**src/rtl/snd_arb_pkg.sv**
```systemverilog
// Shared types and widths for the sound RAM bus arbiter.
package snd_arb_pkg;

    localparam int SND_ADDR_W = 16;
    localparam int SND_DATA_W = 8;

    typedef enum logic [1:0] {
        RST_HOLD,
        Z80_RUN,
        BUS_REQ,
        HOST_OWN
    } arb_state_t;

endpackage

```
**src/rtl/snd_bus_arbiter_if.sv**
```systemverilog
// Host, Z80 and sound RAM signals seen by the arbiter; slave = arbiter side.
interface snd_bus_arbiter_if;
    import snd_arb_pkg::*;

    logic                  host_brq;
    logic [SND_ADDR_W-1:0] host_addr;
    logic [SND_DATA_W-1:0] host_din;
    logic                  host_wr;
    logic                  host_rd;
    logic [SND_DATA_W-1:0] host_dout;
    logic                  host_dout_valid;
    logic                  host_grant;
    logic                  host_err;
    logic                  timeout_flag;

    logic [SND_ADDR_W-1:0] z80_addr;
    logic [SND_DATA_W-1:0] z80_dout;
    logic                  z80_mreq_n;
    logic                  z80_wr_n;
    logic                  z80_busak_n;
    logic                  z80_busrq_n;
    logic                  z80_reset_n;
    logic [SND_DATA_W-1:0] z80_ram_dout;

    logic [SND_ADDR_W-1:0] ram_addr;
    logic [SND_DATA_W-1:0] ram_data;
    logic                  ram_we;
    logic [SND_DATA_W-1:0] ram_q;

    modport slave (
        input  host_brq, host_addr, host_din, host_wr, host_rd,
        input  z80_addr, z80_dout, z80_mreq_n, z80_wr_n, z80_busak_n,
        input  ram_q,
        output host_dout, host_dout_valid, host_grant, host_err, timeout_flag,
        output z80_busrq_n, z80_reset_n, z80_ram_dout,
        output ram_addr, ram_data, ram_we
    );

    modport master (
        output host_brq, host_addr, host_din, host_wr, host_rd,
        output z80_addr, z80_dout, z80_mreq_n, z80_wr_n, z80_busak_n,
        output ram_q,
        input  host_dout, host_dout_valid, host_grant, host_err, timeout_flag,
        input  z80_busrq_n, z80_reset_n, z80_ram_dout,
        input  ram_addr, ram_data, ram_we
    );

endinterface

```
**src/rtl/snd_bus_arbiter.sv**
```systemverilog
// Shares the 64 KB sound RAM between the sound Z80 and the host upload path,
// holding the Z80 in reset while the host owns the RAM.
module snd_bus_arbiter
    import snd_arb_pkg::*;
#(
    parameter int unsigned RESET_HOLD    = 4,
    parameter int unsigned BUSAK_TIMEOUT = 255
) (
    input  logic              CLK_32M,
    input  logic              reset,
    snd_bus_arbiter_if.slave  bus
);

    localparam logic [7:0]  HOLD_INIT = 8'(RESET_HOLD);
    localparam logic [15:0] TO_LAST   = 16'(BUSAK_TIMEOUT - 1);

    arb_state_t state, state_nxt;
    logic [7:0]  hold_cnt, hold_cnt_nxt;
    logic [15:0] to_cnt, to_cnt_nxt;
    logic        timeout_q, timeout_nxt;
    logic        rst_n_q, rst_n_nxt;

    logic                  rd_pend;
    logic [SND_DATA_W-1:0] dout_q;
    logic                  dout_valid_q;
    logic                  err_q;

    logic host_own;
    logic z80_mux;

    always_ff @(posedge CLK_32M or posedge reset) begin
        if (reset) begin
            state     <= RST_HOLD;
            hold_cnt  <= HOLD_INIT;
            to_cnt    <= '0;
            timeout_q <= 1'b0;
            rst_n_q   <= 1'b0;
        end else begin
            state     <= state_nxt;
            hold_cnt  <= hold_cnt_nxt;
            to_cnt    <= to_cnt_nxt;
            timeout_q <= timeout_nxt;
            rst_n_q   <= rst_n_nxt;
        end
    end

    // Z80 reset is a registered level: BUS_REQ keeps whatever the previous
    // state had, so a request raised during RST_HOLD never releases the Z80.
    always_comb begin
        state_nxt    = state;
        hold_cnt_nxt = hold_cnt;
        to_cnt_nxt   = to_cnt;
        timeout_nxt  = timeout_q;
        rst_n_nxt    = rst_n_q;
        unique case (state)
            RST_HOLD: begin
                if (bus.host_brq) begin
                    state_nxt  = BUS_REQ;
                    to_cnt_nxt = '0;
                end else if (hold_cnt <= 8'd1) begin
                    state_nxt    = Z80_RUN;
                    hold_cnt_nxt = '0;
                    rst_n_nxt    = 1'b1;
                end else begin
                    hold_cnt_nxt = hold_cnt - 8'd1;
                end
            end
            Z80_RUN: begin
                if (bus.host_brq) begin
                    state_nxt  = BUS_REQ;
                    to_cnt_nxt = '0;
                end
            end
            BUS_REQ: begin
                if (!bus.host_brq) begin
                    state_nxt = Z80_RUN;
                    rst_n_nxt = 1'b1;
                end else if (!bus.z80_busak_n) begin
                    state_nxt   = HOST_OWN;
                    timeout_nxt = 1'b0;
                    rst_n_nxt   = 1'b0;
                end else if (to_cnt == TO_LAST) begin
                    state_nxt   = HOST_OWN;
                    timeout_nxt = 1'b1;
                    rst_n_nxt   = 1'b0;
                end else begin
                    to_cnt_nxt = to_cnt + 16'd1;
                end
            end
            HOST_OWN: begin
                if (!bus.host_brq) begin
                    state_nxt    = RST_HOLD;
                    hold_cnt_nxt = HOLD_INIT;
                end
            end
            default: state_nxt = RST_HOLD;
        endcase
    end

    assign host_own = (state == HOST_OWN);
    assign z80_mux  = (state == Z80_RUN) || (state == BUS_REQ);

    // A read accepted on the last granted cycle still completes its pulse.
    always_ff @(posedge CLK_32M or posedge reset) begin
        if (reset) begin
            rd_pend      <= 1'b0;
            dout_q       <= '0;
            dout_valid_q <= 1'b0;
            err_q        <= 1'b0;
        end else begin
            rd_pend      <= bus.host_rd && host_own;
            dout_valid_q <= rd_pend;
            if (rd_pend)
                dout_q <= bus.ram_q;
            if ((bus.host_rd || bus.host_wr) && !host_own)
                err_q <= 1'b1;
        end
    end

    assign bus.ram_addr = host_own ? bus.host_addr : bus.z80_addr;
    assign bus.ram_data = host_own ? bus.host_din  : bus.z80_dout;
    assign bus.ram_we   = host_own ? bus.host_wr
                        : (z80_mux && !bus.z80_mreq_n && !bus.z80_wr_n);

    assign bus.z80_ram_dout    = bus.ram_q;
    assign bus.z80_reset_n     = rst_n_q;
    assign bus.z80_busrq_n     = !((state == BUS_REQ) || host_own);
    assign bus.host_grant      = host_own;
    assign bus.host_dout       = dout_q;
    assign bus.host_dout_valid = dout_valid_q;
    assign bus.host_err        = err_q;
    assign bus.timeout_flag    = timeout_q;

endmodule

```
**src/flat_wrapper.sv**
```systemverilog
// flat-port wrapper written by rule: the top's interface ports become plain ports
module snd_bus_arbiter_flat import snd_arb_pkg::*;
#(
    parameter int unsigned RESET_HOLD    = 4,
    parameter int unsigned BUSAK_TIMEOUT = 255
)
  (CLK_32M, reset, bus_host_brq, bus_host_addr, bus_host_din, bus_host_wr, bus_host_rd, bus_z80_addr, bus_z80_dout, bus_z80_mreq_n, bus_z80_wr_n, bus_z80_busak_n, bus_ram_q, bus_host_dout, bus_host_dout_valid, bus_host_grant, bus_host_err, bus_timeout_flag, bus_z80_busrq_n, bus_z80_reset_n, bus_z80_ram_dout, bus_ram_addr, bus_ram_data, bus_ram_we);
  snd_bus_arbiter_if bus_i ();
  input  logic CLK_32M;
  input  logic reset;
  input wire logic [$bits(bus_i.host_brq)-1:0] bus_host_brq;
  input wire logic [$bits(bus_i.host_addr)-1:0] bus_host_addr;
  input wire logic [$bits(bus_i.host_din)-1:0] bus_host_din;
  input wire logic [$bits(bus_i.host_wr)-1:0] bus_host_wr;
  input wire logic [$bits(bus_i.host_rd)-1:0] bus_host_rd;
  input wire logic [$bits(bus_i.z80_addr)-1:0] bus_z80_addr;
  input wire logic [$bits(bus_i.z80_dout)-1:0] bus_z80_dout;
  input wire logic [$bits(bus_i.z80_mreq_n)-1:0] bus_z80_mreq_n;
  input wire logic [$bits(bus_i.z80_wr_n)-1:0] bus_z80_wr_n;
  input wire logic [$bits(bus_i.z80_busak_n)-1:0] bus_z80_busak_n;
  input wire logic [$bits(bus_i.ram_q)-1:0] bus_ram_q;
  output wire logic [$bits(bus_i.host_dout)-1:0] bus_host_dout;
  output wire logic [$bits(bus_i.host_dout_valid)-1:0] bus_host_dout_valid;
  output wire logic [$bits(bus_i.host_grant)-1:0] bus_host_grant;
  output wire logic [$bits(bus_i.host_err)-1:0] bus_host_err;
  output wire logic [$bits(bus_i.timeout_flag)-1:0] bus_timeout_flag;
  output wire logic [$bits(bus_i.z80_busrq_n)-1:0] bus_z80_busrq_n;
  output wire logic [$bits(bus_i.z80_reset_n)-1:0] bus_z80_reset_n;
  output wire logic [$bits(bus_i.z80_ram_dout)-1:0] bus_z80_ram_dout;
  output wire logic [$bits(bus_i.ram_addr)-1:0] bus_ram_addr;
  output wire logic [$bits(bus_i.ram_data)-1:0] bus_ram_data;
  output wire logic [$bits(bus_i.ram_we)-1:0] bus_ram_we;
  assign bus_i.host_brq = bus_host_brq;
  assign bus_i.host_addr = bus_host_addr;
  assign bus_i.host_din = bus_host_din;
  assign bus_i.host_wr = bus_host_wr;
  assign bus_i.host_rd = bus_host_rd;
  assign bus_i.z80_addr = bus_z80_addr;
  assign bus_i.z80_dout = bus_z80_dout;
  assign bus_i.z80_mreq_n = bus_z80_mreq_n;
  assign bus_i.z80_wr_n = bus_z80_wr_n;
  assign bus_i.z80_busak_n = bus_z80_busak_n;
  assign bus_i.ram_q = bus_ram_q;
  assign bus_host_dout = bus_i.host_dout;
  assign bus_host_dout_valid = bus_i.host_dout_valid;
  assign bus_host_grant = bus_i.host_grant;
  assign bus_host_err = bus_i.host_err;
  assign bus_timeout_flag = bus_i.timeout_flag;
  assign bus_z80_busrq_n = bus_i.z80_busrq_n;
  assign bus_z80_reset_n = bus_i.z80_reset_n;
  assign bus_z80_ram_dout = bus_i.z80_ram_dout;
  assign bus_ram_addr = bus_i.ram_addr;
  assign bus_ram_data = bus_i.ram_data;
  assign bus_ram_we = bus_i.ram_we;
  snd_bus_arbiter #(.RESET_HOLD(RESET_HOLD), .BUSAK_TIMEOUT(BUSAK_TIMEOUT)) u_core (.CLK_32M(CLK_32M), .reset(reset), .bus(bus_i));
endmodule
```
**config.mk**
```make
export PLATFORM = sky130hd
export DESIGN_NAME = snd_bus_arbiter_flat
export DESIGN_NICKNAME = d
export VERILOG_FILES = /design/src/rtl/snd_arb_pkg.sv /design/src/rtl/snd_bus_arbiter_if.sv /design/src/rtl/snd_bus_arbiter.sv /design/src/flat_wrapper.sv
export SDC_FILE = /design/constraint.sdc
export NUM_CORES = 1
export LEC_CHECK = 0
export CAP_MARGIN = 20
export CORE_AREA = 8 8 100 102
export DETAILED_ROUTE_END_ITERATION = 10
export DIE_AREA = 0 0 108 110
export PLACE_DENSITY = 0.62
export SYNTH_ARGS = -nofsm -noshare
export SYNTH_HDL_FRONTEND = slang
export SYNTH_SLANG_ARGS = --single-unit
export TNS_END_PERCENT = 100
```
**constraint.sdc**
```tcl
create_clock -name CLK_32M -period 4.6 [get_ports CLK_32M]
set_clock_uncertainty 0.05 [all_clocks]
set_input_delay 1.15 -clock CLK_32M [delete_from_list [all_inputs] [get_ports CLK_32M]]
set_output_delay 1.15 -clock CLK_32M [all_outputs]
set_load 0.05 [all_outputs]
```
* Word-level counts from Yosys, hierarchy flattened
Cells that the tools add are included.
** Word-level totals
- Register bits :: 39
- Input port bits :: 64
- Output and inout port bits :: 47
** Operators by class
- Add/subtract/negate cells :: 2
- Magnitude comparators :: 1
- Equality and inequality tests :: 15
- Multiplexer cells :: 28
- Reductions and logical operators :: 21
** Operators by type and width (count)
- $mux W16 :: 5
- $mux W8 :: 4
- $pmux W16 S2 :: 1
- $add A16 B1 Y16 const B :: 1
- $eq A16 B8 Y1 const B :: 1
- $pmux W8 S2 :: 1
- $mux W2 :: 7
- $ne A2 B2 Y1 const B :: 6
- $le A8 B1 Y1 const B :: 1
- $mux W1 :: 8
- $pmux W2 S4 :: 1
- $reduce_and A4 Y1 :: 2
- $sub A8 B1 Y8 const B :: 1
- $ne A2 B1 Y1 const B :: 3
- $reduce_and A3 Y1 :: 2
- $reduce_bool A2 Y1 :: 3
- $reduce_and A5 Y1 :: 1
- $eq A2 B2 Y1 const B :: 2
- $logic_and A1 B1 Y1 :: 4
- $logic_not A1 Y1 :: 4
- $ne A4 B3 Y1 const B :: 1
- $logic_or A1 B1 Y1 :: 3
- $ne A3 B2 Y1 const B :: 1
- $eq A2 B1 Y1 const B :: 1
- 3 further kinds :: 3

* Longest topological paths before layout
Gate-level depths: netlist of the first run.
- Depth after elaboration :: 5
- Depth in mapped cells :: 8

* Worst setup path after synthesis of the first run
OpenSTA, ideal clock, no wires.
- Path kind :: flip-flop to output port
- Start point :: reg u_core.state[0]
- End point :: out bus_ram_we
- Data arrival time :: 3.062 ns
- Required time :: 3.400 ns
- Slack :: 0.338 ns
- Cell stages (with the launch flop) :: 5
- Path through :: dfrtp_1 > ha_1 > buf_1 > buf_1 > o41ai_1
** RTL lines
- start: declaration :: line snd_bus_arbiter.sv:17 : arb_state_t state, state_nxt;
- start signal: assignment :: line snd_bus_arbiter.sv:39 : state <= state_nxt;
- $eq A2 B2 Y1 :: line snd_bus_arbiter.sv:100 : assign host_own = (state == HOST_OWN);
- named net bus_host_grant :: line flat_wrapper.sv:24 : output wire logic [$bits(bus_i.host_grant)-1:0] bus_host_grant;
- $mux W1 :: line snd_bus_arbiter.sv:122 : assign bus.ram_we = host_own ? bus.host_wr
- end: declaration :: line flat_wrapper.sv:32 : output wire logic [$bits(bus_i.ram_we)-1:0] bus_ram_we;
The timed path passes the listed nets, and every way through them passes these cells.

* Final worst setup path of the first run
- Start point :: in bus_z80_mreq_n
- End point :: out bus_ram_we
** On the way
- Longest elaborated chain between the ends :: 4
** Ends and longest elaborated chain
- start: declaration :: line flat_wrapper.sv:18 : input wire logic [$bits(bus_i.z80_mreq_n)-1:0] bus_z80_mreq_n;
- $logic_not A1 Y1 :: line snd_bus_arbiter.sv:123 : : (z80_mux && !bus.z80_mreq_n && !bus.z80_wr_n);
- $logic_and A1 B1 Y1 (2 in series) :: line snd_bus_arbiter.sv:123
- $mux W1 :: line snd_bus_arbiter.sv:122
Every way passes these cells.

==> results of run 1 <==
-- final cells by class --
| type | instances | area (sq um) |
|---|---|---|
| repair buffers | 114 | 1144 |
| fillers | 784 | 4687 |
| flip-flops and latches | 39 | 977.2 |
| well taps | 108 | 135.1 |
| clock buffers | 5 | 68.82 |
| clock inverters | 3 | 67.56 |
| multi-input cells | 185 | 1338 |
| inverters | 13 | 48.80 |
-- stage by stage --
step	instance area (sq um)	power, mW	instances	util, %	hold slack (ns)
final	3779	2.144	467	44.63	0.4434
after global routing	3779	2.272	467	44.63	0.4488
after CTS	3779	2.175	467	44.63	0.4427
after detailed placement	3642	1.820	459	43.02	0.4151
after floorplan	2470	1.421	254	-	0.3019
after global placement	3642	1.806	459	43.02	0.4155
-- cell usage in the layout (no fill, tap or decap), types with 2 or more instances in the layout --
master / n
clkdlybuf4s50_1: 110
dfrtp_1: 38
mux2_2: 33
nand2_1: 20
nor2_1: 18
o21ai_0: 13
inv_1: 13
nand3_1: 13
a21oi_1: 11
nor3_1: 8
ha_1: 8
o21ai_1: 6
clkbuf_8: 5
nand4_1: 4
nor4_1: 4
or4_1: 3
o41ai_1: 3
nand2b_1: 3
xor2_1: 3
o21ai_2: 3
buf_4: 3
o21bai_1: 2
nor2b_1: 2
xnor2_1: 2
o311ai_1: 2
mux2i_1: 2
or3_1: 2
bufinv_16: 2
-- where the power goes --
group	switching [mW]	internal, mW
clock	0.127	0.216
sequential	0.0794	0.430
combinational	0.788	0.504
-- kinds of logic after synthesis --
family	after synthesis	synth area share, %
AOI/OAI and AO/OA	47	12.51
and+or+nand+nor	90	19.96
xor gates and xnor gates	5	1.773
muxes	35	15.86
adders and majority gates	8	4.053
buffers and inverters	30	6.281
DFF	39	39.56
-- critical path, delay by kind of cell --
| kind | cells | cell delay [ns] |
|---|---|---|
| AO/OA/AOI/OAI | 1 | 0.37 |
| buffers and inverters | 2 | 1.30 |
-- registers in the layout (all words and copies together), names as in the netlist --
name,flops
u_core.bus.host_err,1
u_core.bus.host_dout_valid,1
u_core.to_cnt,16
u_core.state,2
u_core.bus.timeout_flag,1
u_core.rd_pend,1
u_core.bus.host_dout,8
u_core.hold_cnt,8
u_core.bus.z80_reset_n,1
-- worst min-delay path by stage --
stage | to | cells past startpoint | startpoint
floorplan | u_core.bus.host_dout_valid | 0 | u_core.rd_pend
global placement | u_core.bus.host_err | 1 | u_core.bus.host_err
detailed placement | u_core.bus.host_err | 1 | u_core.bus.host_err
CTS | u_core.bus.host_err | 1 | u_core.bus.host_err
global route | u_core.bus.host_err | 1 | u_core.bus.host_err
finish | u_core.bus.host_err | 1 | u_core.bus.host_err
-- metal layers --
| layer | GRT usage, % | vias to the layer above | wire length [um] |
|---|---|---|---|
| li1 | - | 1114 | - |
| met3 | 6.802 | 4 | 1074 |
| met1 | 13.55 | 1030 | 2931 |
| met5 | 0 | - | 0 |
| met2 | 18.83 | 127 | 3116 |
| met4 | 3.568 | 0 | 61 |
==> impl_metrics.csv, run 1 <==
group,metric,value,unit
clock_network,post_cts_resized,0,
setup_path,cp_max_fo,1,
placement,dp_hpwl,5630,um
floorplanning,dieArea,0.01188,sq mm
synthesis,synth_area,0.002470,sq mm
setup_path,crit_required,3.40,ns
setup_path,r2r_start,"u_core.to_cnt[0]",
sta,fmax,248.4,MHz
placement,dpl_worst_slack,0.5592,ns
sta,slew_violations,0,
sta,tightest_slew,0.6622,ns
sta,relSlewSlack,55.52,%
synthesis,synth_commonest_cells,"dfrtp_1 (38), mux2_2 (33), nand2_1 (20), nor2_1 (18)",
setup_path,crit_type,"in -> out",
synthesis,synth.top_cell.area_share,38.50,%
clock_network,clk_pin_slew_worst_paths,0.08,ns
synthesis,synth_edf_count,0,
setup_path,crit_path_end_kind,"output port",
drt,drtIter0Drc,122,
hold_path,worstHoldPathType,"reg -> reg",
setup_path,critPathSlowestCell,"clkdlybuf4s50_1",
clock_network,cts.hold.buffers_added,0,
drt,drc,0,
synthesis,avgSynthCellArea,9.724,sq um
layout,nets,430,
setup_path,max_stage_delay,0.89,ns
job,cap_viol_max_count,0,
sta,fin_crit_sh,87.51,%
layout,syn2layout_area_growth,52.99,%
grt,antenna_found_initial,0,
layout,antenna_cells,0,
sta,hold_violations,0,
grt,gr-total-overflow,0,
floorplanning,die_w,108,um
setup_path,cpMostUsedCell,"clkdlybuf4s50_1",
grt,grt_pass1_vias,2403,
setup_path,r2r_slack,2.11,ns
drt,drt-total-wl,7183,um
synthesis,synth_area_leader_cell,"dfrtp_1",
setup_path,cp-start-kind,"input port",
clock_network,numCtsBuffers,5,
pwr,ir_drop,0.0002742,V
clock_network,clockBufferDepth,2,
drt,routed-via-count,2275,
clock_network,cts_tree,"yes",
synthesis,synth.most_common_cell,"dfrtp_1",
floorplanning,start_util,29.18,%
run_status,status,"finished clean",
synthesis,netlist_instances,254,
setup_path,startpoint,"bus_z80_mreq_n",
synthesis,ys_ff_latch,39,
synthesis,syn_nets,326,
setup_path,path_cells,"clkdlybuf4s50_1 -> o41ai_1 -> clkdlybuf4s50_1",
synthesis,synth_area_leaders,"dfrtp_1 (39%), mux2_2 (15%), ha_1 (4.1%), nand2_1 (3.0%), buf_4 (2.7%)",
drt,dr.pass1.iters,4,
pwr,power_density,567.4,mW/mm^2
synthesis,synth_top_flop_cell,"dfrtp_1",
synthesis,yosys_warnings,0,
floorplanning,row_count,34,
setup_path,r2r_cells,7,
placement,gp_congestion,0.7327,
setup_path,crit_end,"bus_ram_we",
grt,grt_max_degree,40,
sta,period_needed,4.026,ns
pwr,p_leak,1.476,nW
floorplanning,ios,111,
clock_network,cts.sinks,39,
clock_network,post_cts_buffers,0,
setup_path,regToRegEndpoint,"u_core.to_cnt[8]",
drt,ant_nets,0,
synthesis,ys_types,50,
sta,finalSetupTns,0,ns
setup_path,cp.arrival,2.83,ns
drt,vias_per_cell,4.872,
sta,fin_ws,0.5744,ns
floorplanning,core,0.008466,sq mm
sta,setup_viol,0,
sta,rsz0062_at_grt,"false",
synthesis,synthArstFlopShare,100.0,%
clock_network,root_buffer,"clkbuf_8",
drt,wire_per_inst,15.38,um
placement,port_buffers,110,
grt,track_usage,11.97,%
clock_network,clk-insertion-delay-late,0.29,ns
grt,grt_first_pass_wirelength,11630,um
layout,layout-drive-gt1-share,16.71,%
synthesis,seq_area_frac_synth,39.56,%
floorplanning,dieHeight,110,um
clock_network,htreeDepth,2,
No activity file was read; power rests on OpenSTA's default activity.
==> run 2, diff against run 1 <==
--- a/config.mk
+++ b/config.mk
@@ -10,6 +10,7 @@
 export DETAILED_ROUTE_END_ITERATION = 10
 export DIE_AREA = 0 0 108 110
 export PLACE_DENSITY = 0.62
+export SKIP_LAST_GASP = 1
 export SYNTH_ARGS = -nofsm -noshare
 export SYNTH_HDL_FRONTEND = slang
 export SYNTH_SLANG_ARGS = --single-unit
==> results of run 2 <==
Same layout as run 1: the final DEF is identical, and so are final timing and power.
==> run 3, diff against run 2 <==
--- a/config.mk
+++ b/config.mk
@@ -9,7 +9,7 @@
 export CORE_AREA = 8 8 100 102
 export DETAILED_ROUTE_END_ITERATION = 10
 export DIE_AREA = 0 0 108 110
-export PLACE_DENSITY = 0.62
+export PLACE_DENSITY = 0.65
 export SKIP_LAST_GASP = 1
 export SYNTH_ARGS = -nofsm -noshare
 export SYNTH_HDL_FRONTEND = slang
==> run 3 against run 2 <==
Cell count is 0.21% higher; sequential power is 1% lower; largest power group unchanged; sequential share of layout area is 0.19 points higher.
==> impl_metrics.csv, run 3 (synthesis gave the netlist of run 1 again) <==
group,metric,value,unit
setup_path,crit_required,3.40,ns
sta,relSlewSlack,53.62,%
floorplanning,core,0.008466,sq mm
layout,nets,431,
setup_path,crit_type,"in -> out",
pwr,p_seq_share,24.5,%
drt,met3_length,1060,um
floorplanning,dieHeight,110,um
setup_path,cp_max_fo,1,
setup_path,critPathSlowestCell,"clkdlybuf4s50_1",
placement,port_buffers,110,
pwr,power_density,547.2,mW/mm^2
drt,dr.pass1.iters,4,
setup_path,crit_path_end_kind,"output port",
clock_network,cts_tree,"yes",
grt,track_usage,12.37,%
clock_network,post_cts_resized,0,
pwr,p_int,1.053,mW
drt,drt-total-wl,7053,um
clock_network,clk_pin_slew_worst_paths,0.08,ns
drt,routed-via-count,2298,
sta,tightest_slew,0.6949,ns
pwr,ir_drop,0.0002990,V
clock_network,cts.hold.buffers_added,0,
clock_network,clockBufferDepth,2,
sta,period_needed,3.997,ns
clock_network,cts.sinks,39,
run_status,status,"finished clean",
drt,ant_nets,0,
clock_network,htreeDepth,2,
layout,layout-drive-gt1-share,16.94,%
drt,drtIter0Drc,66,
drt,wl_met2,3120,um
layout,syn2layout_area_growth,51.87,%
layout,fillers,775,
grt,grt_first_pass_wirelength,11900,um
setup_path,r2r_start,"u_core.state[0]",
grt,grt_pass1_vias,2517,
pwr,p_leak,1.465,nW
sta,slew_violations,0,
clock_network,numCtsBuffers,5,
floorplanning,start_util,29.18,%
setup_path,max_stage_delay,0.88,ns
placement,gp_congestion,0.8274,
pwr,swShare,48.67,%
drt,wl_met1,2811,um
drt,drc,0,
floorplanning,die_w,108,um
hold_path,min_from,"u_core.bus.host_err",
grt,grt_max_degree,31,
layout,largest_reg_flops,16,
setup_path,cpMostUsedCell,"clkdlybuf4s50_1",
clock_network,post_cts_buffers,0,
sta,rsz0062_at_grt,"false",
sta,finalSetupTns,0,ns
sta,setup_viol,0,
floorplanning,dieArea,0.01188,sq mm
layout,regArea,977.2,sq um
sta,fmax,250.2,MHz
grt,gr-total-overflow,0,
drt,wire_per_inst,15.07,um
drt,top_layer,"met4",
setup_path,cp-start-kind,"input port",
layout,multi_input_area,0.001338,sq mm
pwr,switchingPower,999.0,uW
job,cap_viol_max_count,0,
setup_path,startpoint,"bus_z80_mreq_n",
pwr,clock_power_share,11.6,%
drt,vias_per_cell,4.910,
hold_path,worstHoldPathType,"reg -> reg",
sta,fin_crit_sh,86.89,%
floorplanning,row_count,34,
setup_path,cp.arrival,2.80,ns
clock_network,clk-insertion-delay-late,0.29,ns
pwr,power,2.052,mW
layout,largest-register,"u_core.to_cnt",
layout,antenna_cells,0,
pwr,combPwrFrac,63.8,%
grt,antenna_found_initial,0,
floorplanning,ios,111,
sta,hold_violations,0,
layout,layout_commonest_cell,"clkdlybuf4s50_1",
layout,most-common-layout-cells,"clkdlybuf4s50_1 (110), dfrtp_1 (38), mux2_2 (33)",
setup_path,path_cells,"clkdlybuf4s50_1 -> o41ai_1 -> clkdlybuf4s50_1",
clock_network,root_buffer,"clkbuf_8",
placement,dp_hpwl,5717,um
-- run 3: cell types whose count changed in the layout (fill, tap and decap cells not counted), sizes merged --
cell / previous run / this run
bufinv: 2 / 0
buf: 4 / 5
clkinv: 0 / 2
-- run 3: cell type report --
class                      count  share of cell area, %
clock inverter                 3                 0.6671
sequential                    39                  26.05
inverter                      13                  1.301
timing repair buffer         115                  30.89
tap                          108                  3.602
clock buffer                   5                  1.835
multi-input combinational    185                  35.66
-- run 3: per-layer routing --
metal	up-vias	GRT usage (%)
met4	0	3.271
met1	1061	13.46
li1	1118	-
met2	114	19.88
met3	5	7.616
met5	-	0
-- run 3: power groups by stage --
stage	sequential (mW)	combinational [mW]	clock, mW
global placement	0.509	1.29	0
finish	0.504	1.31	0.239
CTS	0.504	1.30	0.247
detailed placement	0.512	1.30	0
global route	0.518	1.40	0.264
floorplan	0.645	0.776	0
-- run 3: worst max-delay path, delay by kind of cell --
kind | cells | cell delay (ns)
AO/OA/AOI/OAI | 1 | 0.35
buffers and inverters | 2 | 1.30
-- run 3: stage by stage --
step | hold slack, ns | area [sq um] | utilization (%) | setup slack, ns | instances
finish | 0.4371 | 3751 | 44.31 | 0.6031 | 468
global route | 0.4522 | 3751 | 44.31 | 0.5586 | 468
CTS | 0.4394 | 3724 | 43.98 | 0.5125 | 467
detailed placement | 0.4166 | 3630 | 42.88 | 0.5650 | 459
global placement | 0.4139 | 3630 | 42.88 | 0.6087 | 459
floorplan | 0.3019 | 2470 | - | 0.3377 | 254
-- run 3: worst paths after layout --
check,cells after the start,slack (ns),endpoint
setup / recovery,3,0.60,bus_ram_we
hold / removal,1,0.44,u_core.bus.host_err
setup reg to reg,6,1.96,u_core.to_cnt[8]
hold reg to reg,1,0.44,u_core.bus.host_err
max in group asynchronous,3,2.47,u_core.hold_cnt[2]
min in group asynchronous,2,1.21,u_core.to_cnt[4]
